File: src/rtl/ped_phase_sched.sv
// rtl/ped_phase_sched.sv - intersection phase scheduler for main road and two crosswalks
//
// Sequences GREEN -> YELLOW -> ALL_RED1 -> WALK -> FLASH -> ALL_RED2 -> GREEN,
// latching crosswalk requests and holding main green for at least MIN_GREEN ticks.
//
// Ports:
//   clk          system clock, rising edge
//   rst          synchronous reset, active-high
//   tick         timing enable; every duration counts cycles with tick=1
//   ped_btn_a/b  crosswalk request levels, sampled every clk
//   main_light   00 red, 01 green, 10 yellow
//   ped_light_a/b 00 don't-walk, 01 walk, 10 flash
//   ped_wait_a/b request pending, not yet served
//   busy         high in every state except GREEN
module ped_phase_sched #(
  parameter int MIN_GREEN = 20,
  parameter int YELLOW_T  = 5,
  parameter int ALL_RED_T = 2,
  parameter int WALK_T    = 15,
  parameter int FLASH_T   = 5
) (
  input  logic       clk,
  input  logic       rst,
  input  logic       tick,
  input  logic       ped_btn_a,
  input  logic       ped_btn_b,
  output logic [1:0] main_light,
  output logic [1:0] ped_light_a,
  output logic [1:0] ped_light_b,
  output logic       ped_wait_a,
  output logic       ped_wait_b,
  output logic       busy
);

  typedef enum logic [2:0] {
    S_GREEN    = 3'd0,
    S_YELLOW   = 3'd1,
    S_ALL_RED1 = 3'd2,
    S_WALK     = 3'd3,
    S_FLASH    = 3'd4,
    S_ALL_RED2 = 3'd5
  } state_t;

  // Timer value on the final tick of each phase.
  localparam logic [7:0] GREEN_LAST  = 8'(MIN_GREEN - 1);
  localparam logic [7:0] YELLOW_LAST = 8'(YELLOW_T - 1);
  localparam logic [7:0] RED_LAST    = 8'(ALL_RED_T - 1);
  localparam logic [7:0] WALK_LAST   = 8'(WALK_T - 1);
  localparam logic [7:0] FLASH_LAST  = 8'(FLASH_T - 1);

  state_t     state, state_n;
  logic [7:0] timer, timer_n;
  logic [1:0] pending, pending_n;
  logic [1:0] served, served_n;
  logic [1:0] btn, ignore_mask;
  logic [1:0] main_n, ped_a_n, ped_b_n;
  logic [7:0] last;
  logic       phase_done;

  always_comb begin
    state_n     = state;
    timer_n     = timer;
    served_n    = served;
    btn         = {ped_btn_b, ped_btn_a};
    // A crosswalk that is currently walking/flashing ignores its own button.
    ignore_mask = (state == S_WALK || state == S_FLASH) ? served : 2'b00;
    pending_n   = pending | (btn & ~ignore_mask);

    case (state)
      S_YELLOW:   last = YELLOW_LAST;
      S_WALK:     last = WALK_LAST;
      S_FLASH:    last = FLASH_LAST;
      S_GREEN:    last = GREEN_LAST;
      default:    last = RED_LAST;
    endcase
    phase_done = tick && (timer == last);

    case (state)
      S_GREEN: begin
        // Timer saturates at the minimum; exit waits for a request, including
        // one latched on this very cycle.
        if (phase_done) begin
          if (pending_n != 2'b00) begin
            state_n = S_YELLOW;
            timer_n = '0;
          end
        end else if (tick) begin
          timer_n = timer + 8'd1;
        end
      end
      S_YELLOW, S_ALL_RED1, S_WALK, S_FLASH, S_ALL_RED2: begin
        if (phase_done) begin
          timer_n = '0;
          case (state)
            S_YELLOW:   state_n = S_ALL_RED1;
            S_ALL_RED1: begin
              state_n   = S_WALK;
              served_n  = pending_n;
              pending_n = 2'b00;
            end
            S_WALK:     state_n = S_FLASH;
            S_FLASH:    state_n = S_ALL_RED2;
            default: begin
              state_n  = S_GREEN;
              served_n = 2'b00;
            end
          endcase
        end else if (tick) begin
          timer_n = timer + 8'd1;
        end
      end
      default: begin
        state_n   = S_GREEN;
        timer_n   = '0;
        pending_n = 2'b00;
        served_n  = 2'b00;
      end
    endcase
  end

  // Output decode from the next state so the registered lights line up with it.
  always_comb begin
    main_n  = 2'b00;
    ped_a_n = 2'b00;
    ped_b_n = 2'b00;
    case (state_n)
      S_GREEN:  main_n = 2'b01;
      S_YELLOW: main_n = 2'b10;
      S_WALK: begin
        ped_a_n = served_n[0] ? 2'b01 : 2'b00;
        ped_b_n = served_n[1] ? 2'b01 : 2'b00;
      end
      S_FLASH: begin
        ped_a_n = served_n[0] ? 2'b10 : 2'b00;
        ped_b_n = served_n[1] ? 2'b10 : 2'b00;
      end
      default: ;
    endcase
  end

  always_ff @(posedge clk) begin
    if (rst) begin
      state       <= S_GREEN;
      timer       <= '0;
      pending     <= 2'b00;
      served      <= 2'b00;
      main_light  <= 2'b01;
      ped_light_a <= 2'b00;
      ped_light_b <= 2'b00;
      busy        <= 1'b0;
    end else begin
      state       <= state_n;
      timer       <= timer_n;
      pending     <= pending_n;
      served      <= served_n;
      main_light  <= main_n;
      ped_light_a <= ped_a_n;
      ped_light_b <= ped_b_n;
      busy        <= (state_n != S_GREEN);
    end
  end

  assign ped_wait_a = pending[0];
  assign ped_wait_b = pending[1];

endmodule

File: config.mk
export PLATFORM = sky130hd
export DESIGN_NAME = ped_phase_sched
export DESIGN_NICKNAME = d
export VERILOG_FILES = /design/src/rtl/ped_phase_sched.sv
export SDC_FILE = /design/constraint.sdc
export NUM_CORES = 1
export LEC_CHECK = 0
export ABC_AREA = 1
export ABC_CLOCK_PERIOD_IN_PS = 2500
export CAP_MARGIN = 20
export CORE_UTILIZATION = 55
export DETAILED_ROUTE_END_ITERATION = 16
export GPL_TIMING_DRIVEN = 1
export HOLD_SLACK_MARGIN = 0.15
export PLACE_DENSITY = 0.89
export SETUP_SLACK_MARGIN = 0.05
export SYNTH_ARGS = -nofsm -noshare
export SYNTH_HDL_FRONTEND = slang
export SYNTH_SLANG_ARGS = --single-unit
File: constraint.sdc
create_clock -name clk -period 2.5 [get_ports clk]
set_clock_uncertainty 0.15 [all_clocks]
set_input_delay 0.375 -clock clk [delete_from_list [all_inputs] [get_ports clk]]
set_output_delay 0.375 -clock clk [all_outputs]
set_load 0.02 [all_outputs]
==> results.md <==
- The run finished with clean final reports.
- The sum of negative setup slack is 0 ns.
- The synthesized flop and latch total is 22.
- The HPWL reported at the end of detailed placement is 2067 µm.
- Along the worst path, the maximum fanout reaches 8.
- Max-cap violations in this run came to 0.
- The clock buffer count from CTS is 3.
- Data on the critical path is required at its endpoint by 2.57 ns.
- During synthesis, Yosys emitted a total of 0 warnings.
- The critical path is of the reg2reg type.
- In this run the standard cell core region covers between 2000 and 2500 µm².
- The arrival time reported for the critical path endpoint is approximately 2.3 ns.
- In this run the deepest clock path goes through 2 buffers.
- The worst max-slew margin expressed relative to the limit is 74.07%.
- In the layout the commonest cells are sky130_fd_sc_hd__nand2_1, sky130_fd_sc_hd__inv_1, sky130_fd_sc_hd__nor2_1, sky130_fd_sc_hd__dfxtp_1, sky130_fd_sc_hd__nand3_1.
- The kind of launch point of the worst setup path is a register.
- After the flow finishes, the layout carries non-filler instances totaling ~250.
- CTS built an H-tree with a depth of 1.
- The share of Yosys cell area claimed by the top area cell type is about a third.
- Measured along the x axis, the die boundary spans between 50 and 60 µm.
- The worst-case IR drop observed on VDD is 539.2 µV.
- The overall routed net length is approximately 2700 µm.
- The count of nets left with antenna violations once routing finished came out at 0.
- The most common cell after layout, fill and taps aside is sky130_fd_sc_hd__nand2_1.
- For this block, the initial DRC count from the detailed router was 64.
- From synthesis to final layout, the design area changed by 15.77%.
- The number of antenna diodes in the final layout is 0.
- The number of max-slew violations in the final report was 0.
- The synthesized cell area is ~1300 µm².
- The clock edge transition at the registers on the reported setup and hold paths is between 0.1 and 0.15 ns.
- The worst path in the final design needs a cycle of around 2.2 ns, including I/O delays and setup.
- The share of cells above drive strength 1 is roughly 8.6%.
- The overall die area is around 2600 µm².
- The number of antenna violations at the first check in global routing is 0.
- The number of setup buffers added after CTS is 0.
- The number of search-and-repair iterations in the first detailed-routing pass is 5.
- The analysis attributes to cell leakage a power of between 0.7 and 0.8 nW.
- The port buffer count is 13.
- The cell sitting at the root of the clock tree is a sky130_fd_sc_hd__clkbuf_4.
- Derived from the worst setup path, the maximum achievable clock frequency is 456.1 MHz.
- After filler insertion, the fill cell instance count of the layout stands at between 200 and 250.
- The post-route DRC violation count is 0.
- At the later pin of the worst-skew pair, clock insertion delay measures between 0.3 and 0.4 ns.
- The post-synthesis cell type count is 24.
- The slew of the pin with the lowest slew margin is approximately 0.39 ns.
- The via count of the first global-routing pass was 1137.
- The biggest area contributor in the post-synthesis netlist is sky130_fd_sc_hd__dfxtp_1.
- At the end of routability-driven placement, the weighted congestion stood at between 0.9 and 1.
- The routed layout has 1321 vias.
- Setup violations remaining at the end of the flow were counted as 0.
- Setup repair after global routing left no endpoint under its margin.
- The vias per cell is around 5.3.
- The number of hold-slack violations in the final timing report is 0.
- For this configuration, the core starts out at a cell density of 58.60%.
- Sorting the synthesized cells by area gives the leading types as sky130_fd_sc_hd__dfxtp_1, sky130_fd_sc_hd__nand2_1, sky130_fd_sc_hd__inv_1, sky130_fd_sc_hd__nand3_1, sky130_fd_sc_hd__nor2_1.
- The tree built by TritonCTS fans out to 22 sinks.
- The number of top-level design ports is 14.
- The post-cts repair resize count is 0.
- After synthesis, flip-flops and latches occupy about 34% of the total area.
- In the finished design, the share of the clock period the worst path needs comes to 87.70%.
- The number of instances in the synthesized netlist is between 200 and 250.
- The min-delay analysis places its worst path in the category reg2reg.
- The total nets after synthesis is 211.
- The power density over the cells is approximately 450 nW/µm².
- The net count reported at finish is 228.
- The first global-routing pass estimated around 4600 µm of wire.
- The kind of end point of the critical path is a register.
- The die is around 51 µm tall.
- The count of hold-fix buffers inserted at cts is 0.
- Dividing the detail-routed wire length by the instance count gives about 11 µm.
- TritonCTS built the clock tree.
- The total track usage is between 20% and 30%.
- The maximum number of pins on one net before global-route repair is 14.
- The setup slack of the most critical reg-to-reg path is 0.31 ns.
- A synthesized cell averages ~6.4 µm².
- Row generation in the floorplan step produced 17 rows.
- The instance count after placement with tap cells included is between 200 and 250.
- Summed over all layers, the global routing overflow is 0.
[logic make-up (layout without fill, tap and decap cells)]
group / Yosys count / count (layout) / synth area share (%)
buffers and inverters: 33 / 49 / 10.04
adder cells (fa/ha/maj): 1 / 1 / 0.9559
XOR/XNOR: 3 / 3 / 2.008
flip-flops: 22 / 22 / 33.65
AO/OA/AOI/OAI: 17 / 17 / 7.075
AND/OR/NAND/NOR: 129 / 129 / 46.27
[final timing paths]
path | from | end | cells past startpoint
worst max register to register | state[0]$_SDFF_PP0_ | main_light[0]$_SDFF_PP1_ | 11
worst min register to register | timer[7]$_SDFFE_PP0P_ | timer[7]$_SDFFE_PP0P_ | 2
worst min-delay path | timer[7]$_SDFFE_PP0P_ | timer[7]$_SDFFE_PP0P_ | 2
worst max-delay path | state[0]$_SDFF_PP0_ | main_light[0]$_SDFF_PP1_ | 11
[registers in the layout (all words and copies together), names as in the netlist]
| name | count |
|---|---|
| ped_light_a | 2 |
| pending | 2 |
| main_light | 2 |
| busy | 1 |
| timer | 8 |
| ped_light_b | 2 |
| state | 3 |
| served | 2 |
[layer usage]
layer / track usage (%) / vias to the layer above / wire, µm
met2: 35.78 / 54 / 1175
met3: 3.030 / 7 / 192
met1: 32.59 / 583 / 1287
li1: - / 677 / -
met5: 0 / - / 0
met4: 10.65 / 0 / 63
[stage by stage]
stage / hold slack [ns] / worst slack (ns) / power (mW) / utilization (%) / cell area (µm²)
2_1_floorplan: 0.2941 / 0.6928 / 0.4040 / - / 1309
3_3_place_gp: 0.3193 / 0.2370 / 0.4230 / 65.49 / 1463
3_5_place_dp: 0.3304 / 0.1774 / 0.4240 / 65.49 / 1463
4_1_cts: 0.3478 / 0.3716 / 0.6893 / 67.84 / 1515
5_1_grt: 0.3701 / 0.1295 / 0.7102 / 67.84 / 1515
6_report: 0.3480 / 0.3076 / 0.6869 / 67.84 / 1515
[cell usage after synthesis]
library cell / n
sky130_fd_sc_hd__nand2_1: 61
sky130_fd_sc_hd__inv_1: 29
sky130_fd_sc_hd__nor2_1: 25
sky130_fd_sc_hd__dfxtp_1: 22
sky130_fd_sc_hd__nand3_1: 20
sky130_fd_sc_hd__a21oi_1: 7
sky130_fd_sc_hd__o21ai_1: 7
sky130_fd_sc_hd__nand4_1: 6
sky130_fd_sc_hd__nand2_2: 4
sky130_fd_sc_hd__nor2_4: 4
sky130_fd_sc_hd__xor2_1: 3
sky130_fd_sc_hd__clkinv_1: 2
sky130_fd_sc_hd__nand2_4: 2
sky130_fd_sc_hd__nand3_2: 2
sky130_fd_sc_hd__nor3_1: 2
sky130_fd_sc_hd__a21boi_1: 1
sky130_fd_sc_hd__a21o_1: 1
sky130_fd_sc_hd__and3_1: 1
sky130_fd_sc_hd__buf_6: 1
sky130_fd_sc_hd__ha_1: 1
sky130_fd_sc_hd__inv_2: 1
sky130_fd_sc_hd__nor3_2: 1
sky130_fd_sc_hd__o211ai_1: 1
sky130_fd_sc_hd__or2_2: 1
[area by class of cell]
class | instances | area, µm² | share of cell area (%)
clock buffer | 3 | 22.52 | 1.486
multi-input combinational | 150 | 737.0 | 48.64
tap | 28 | 35.03 | 2.312
sequential | 22 | 440.4 | 29.07
clock inverter | 1 | 30.03 | 1.982
timing repair buffer | 13 | 130.1 | 8.588
inverter | 32 | 120.1 | 7.927
[critical path, cell delays in order, from the launching register on]
cell and delay (ns):
sky130_fd_sc_hd__dfxtp_1 0.54, sky130_fd_sc_hd__inv_1 0.11, sky130_fd_sc_hd__nand2_1 0.12, sky130_fd_sc_hd__nand2_1 0.14, sky130_fd_sc_hd__nand2_1 0.09, sky130_fd_sc_hd__nand2_1 0.10
sky130_fd_sc_hd__nor2_4 0.17, sky130_fd_sc_hd__nand2_2 0.12, sky130_fd_sc_hd__a21oi_1 0.30, sky130_fd_sc_hd__nand2_1 0.13, sky130_fd_sc_hd__nand3_2 0.10, sky130_fd_sc_hd__inv_1 0.04
[power breakdown]
group | total, mW | internal [mW] | leakage (nW) | switching (mW)
clock | 0.270 | 0.162 | 0.0279 | 0.108
sequential | 0.361 | 0.356 | 0.178 | 0.00537
combinational | 0.0559 | 0.0224 | 0.525 | 0.0335
No activity file was read; power rests on OpenSTA's default activity.
==> variant, RTL diff (same flow settings) <==
Set the parameter `MIN_GREEN` to 16 (it was 20).
--- a/src/rtl/ped_phase_sched.sv
+++ b/src/rtl/ped_phase_sched.sv
@@ -14,5 +14,5 @@
 //   busy         high in every state except GREEN
 module ped_phase_sched #(
-  parameter int MIN_GREEN = 20,
+  parameter int MIN_GREEN = 16,
   parameter int YELLOW_T  = 5,
   parameter int ALL_RED_T = 2,
Formal check against the unedited RTL: no difference found for any inputs over 10 cycles, from zero or initial values and one cycle with rst high; that may be too few to reach the edited logic, so the function may still have changed.
==> variant against the original RTL <==
- final area is 11% lower
- total power is 2.0% lower
- non-clock buffer count stayed put
- core utilization is 0.65 points higher
- worst hold slack worse by 11 ps
- wire length is 5.0% lower
- critical path type unchanged
- largest power group unchanged
- via count is 12% lower
- area after synthesis is 13% lower
- sequential cell count stayed put
- setup slack better by 27 ps
- combinational power is 21% lower
==> variant: results (changes against the original RTL) <==
Critical Path RT - 2560 ps (about the same)
Iteration-0 DRC Markers - 94 (+47%)
critical path arrival - 2220 ps (-40 ps)
critical path fanouts, max - 12 (+4)
diodes inserted - 0 (unchanged)
Final nets - 198 (-13%)
R2R Path Start - state[0]
largest net degree at the start of global routing - 14 (unchanged)
first-pass GRT wire length - 4020 um (-13%)
cells after synthesis - 176 (-14%)
post-synthesis cell type count - 22 (-8.3%)
initial antenna violation count - 0 (unchanged)
Worst-Margin Slew - 336 ps (-52.3 ps)
R2R depth - 12 (+1)
start point of the worst hold path - timer[5]
Worst Hold Depth - 2 (unchanged)
vias - 1168 (-12%)
Post-synth top cells - nand2_1, inv_1, dfxtp_1
YS warnings - 0 (unchanged)
total CTS buffers - 3 (unchanged)
clk sinks - 22 (unchanged)
PortBufs - 13 (unchanged)
sequential fraction of the synthesis area - 0.386 (+0.0490)
share of layout cells above drive strength 1 - 0.0733 (-0.0127)
largest cells by area after synthesis - dfxtp_1, nand2_1, nand3_1
Synth Area in Adders - 0.0110 (+0.00139)
GP Congestion - 0.922 (-2.9%)
Skew-Pair Late Insertion Delay - 300 ps
outcome - finished clean
Synth Area in Compound Gates - 0.0548 (-0.0160)
XOR/XNOR Fraction of Synth Area - 0.0153 (-0.00474)
Clock Path Buffers - 2 (unchanged)
HPWL Detailed - 2010 um (-2.9%)
Total GRT Usage - 0.248 (+0.0134)
M1 WL - 1060 um (-18%)
Final Routed Wirelength - 2580 um (-5.0%)
Reg2Reg Capture Point - timer[1]
DRT Pass-1 Iters - 7 (+2)
biggest regs - timer x8, state x3
dpl ws - 203 ps (+25.1 ps)
placed insts - 214 (-13%)
vias per cell - 5.36 (+0.99%)
Leak - 0.000659 uW (-9.9%)
R2R setup slack - 340 ps (+30 ps)
Resize count post-CTS - 0 (unchanged)
uppermost layer routed - met4
# fillers - 181 (-13%)
HP Class - reg -> reg
CTS H-tree lvls - 1 (unchanged)
maximum vdd drop - 0.000517 V (-4.2%)
met2 wire length - 1290 um (+9.4%)
Hold Path End - timer[5]
ys flop type - dfxtp_1
Post-CTS Setup Bufs - 0 (unchanged)
dpl cell area - 1290 um2 (-12%)
met3 WL post-DR - 193 um (+0.52%)
vias in the first global route - 1043 (-8.3%)
variant: worst max-delay path by stage:
| stage | start | slack (ps) | end |
|---|---|---|---|
| 3_5_place_dp | tick | 200 | timer[1] |
| 2_1_floorplan | state[1] | 790 | timer[3] |
| 6_report | state[0] | 340 | timer[1] |
| 4_1_cts | state[0] | 400 | timer[1] |
| 3_3_place_gp | tick | 310 | timer[1] |
| 5_1_grt | state[0] | 190 | timer[1] |
variant: per-stage QoR:
step	utilization	hold slack (ps)
4_1_cts	0.685	339
2_1_floorplan	-	294
3_5_place_dp	0.658	321
5_1_grt	0.685	372
3_3_place_gp	0.658	327
6_report	0.685	337
variant: report_power, final:
group | total [uW] | internal, uW | switching [uW]
sequential | 361 | 356 | 5.11
clock | 268 | 162 | 107
combinational | 44.0 | 18.0 | 25.9
variant: cell type report:
cell class	count	area share
repair buffers	13	0.0968
multi-input cells	127	0.441
clock inverters	1	0.0223
inverters	25	0.0698
flip-flops and latches	22	0.328
well taps	27	0.0251
clock buffers	3	0.0168
variant: cells by family after synthesis:
group | Yosys count
and+or+nand+nor | 112
buffers and inverters | 27
DFF | 22
AOI/OAI and AO/OA | 12
xor gates and xnor gates | 2
adders and majority gates | 1
variant: worst max-delay path, stage by stage, from the launching register on:
cell and delay, ps:
dfxtp_1 400, nor2_1 190, nand2_1 110, nand2_1 110, nand2_1 70, nand2_1 140
nand3_4 150, nor2_2 140, nand3_2 230, nand2_2 190, nand2_1 60, o21ai_0 80
nor2_1 50
variant: per-layer routing:
metal,vias to the layer above,GRT usage
li1,584,-
met1,509,0.284
met2,65,0.444
met3,10,0.0491
met4,0,0.111
met5,-,0
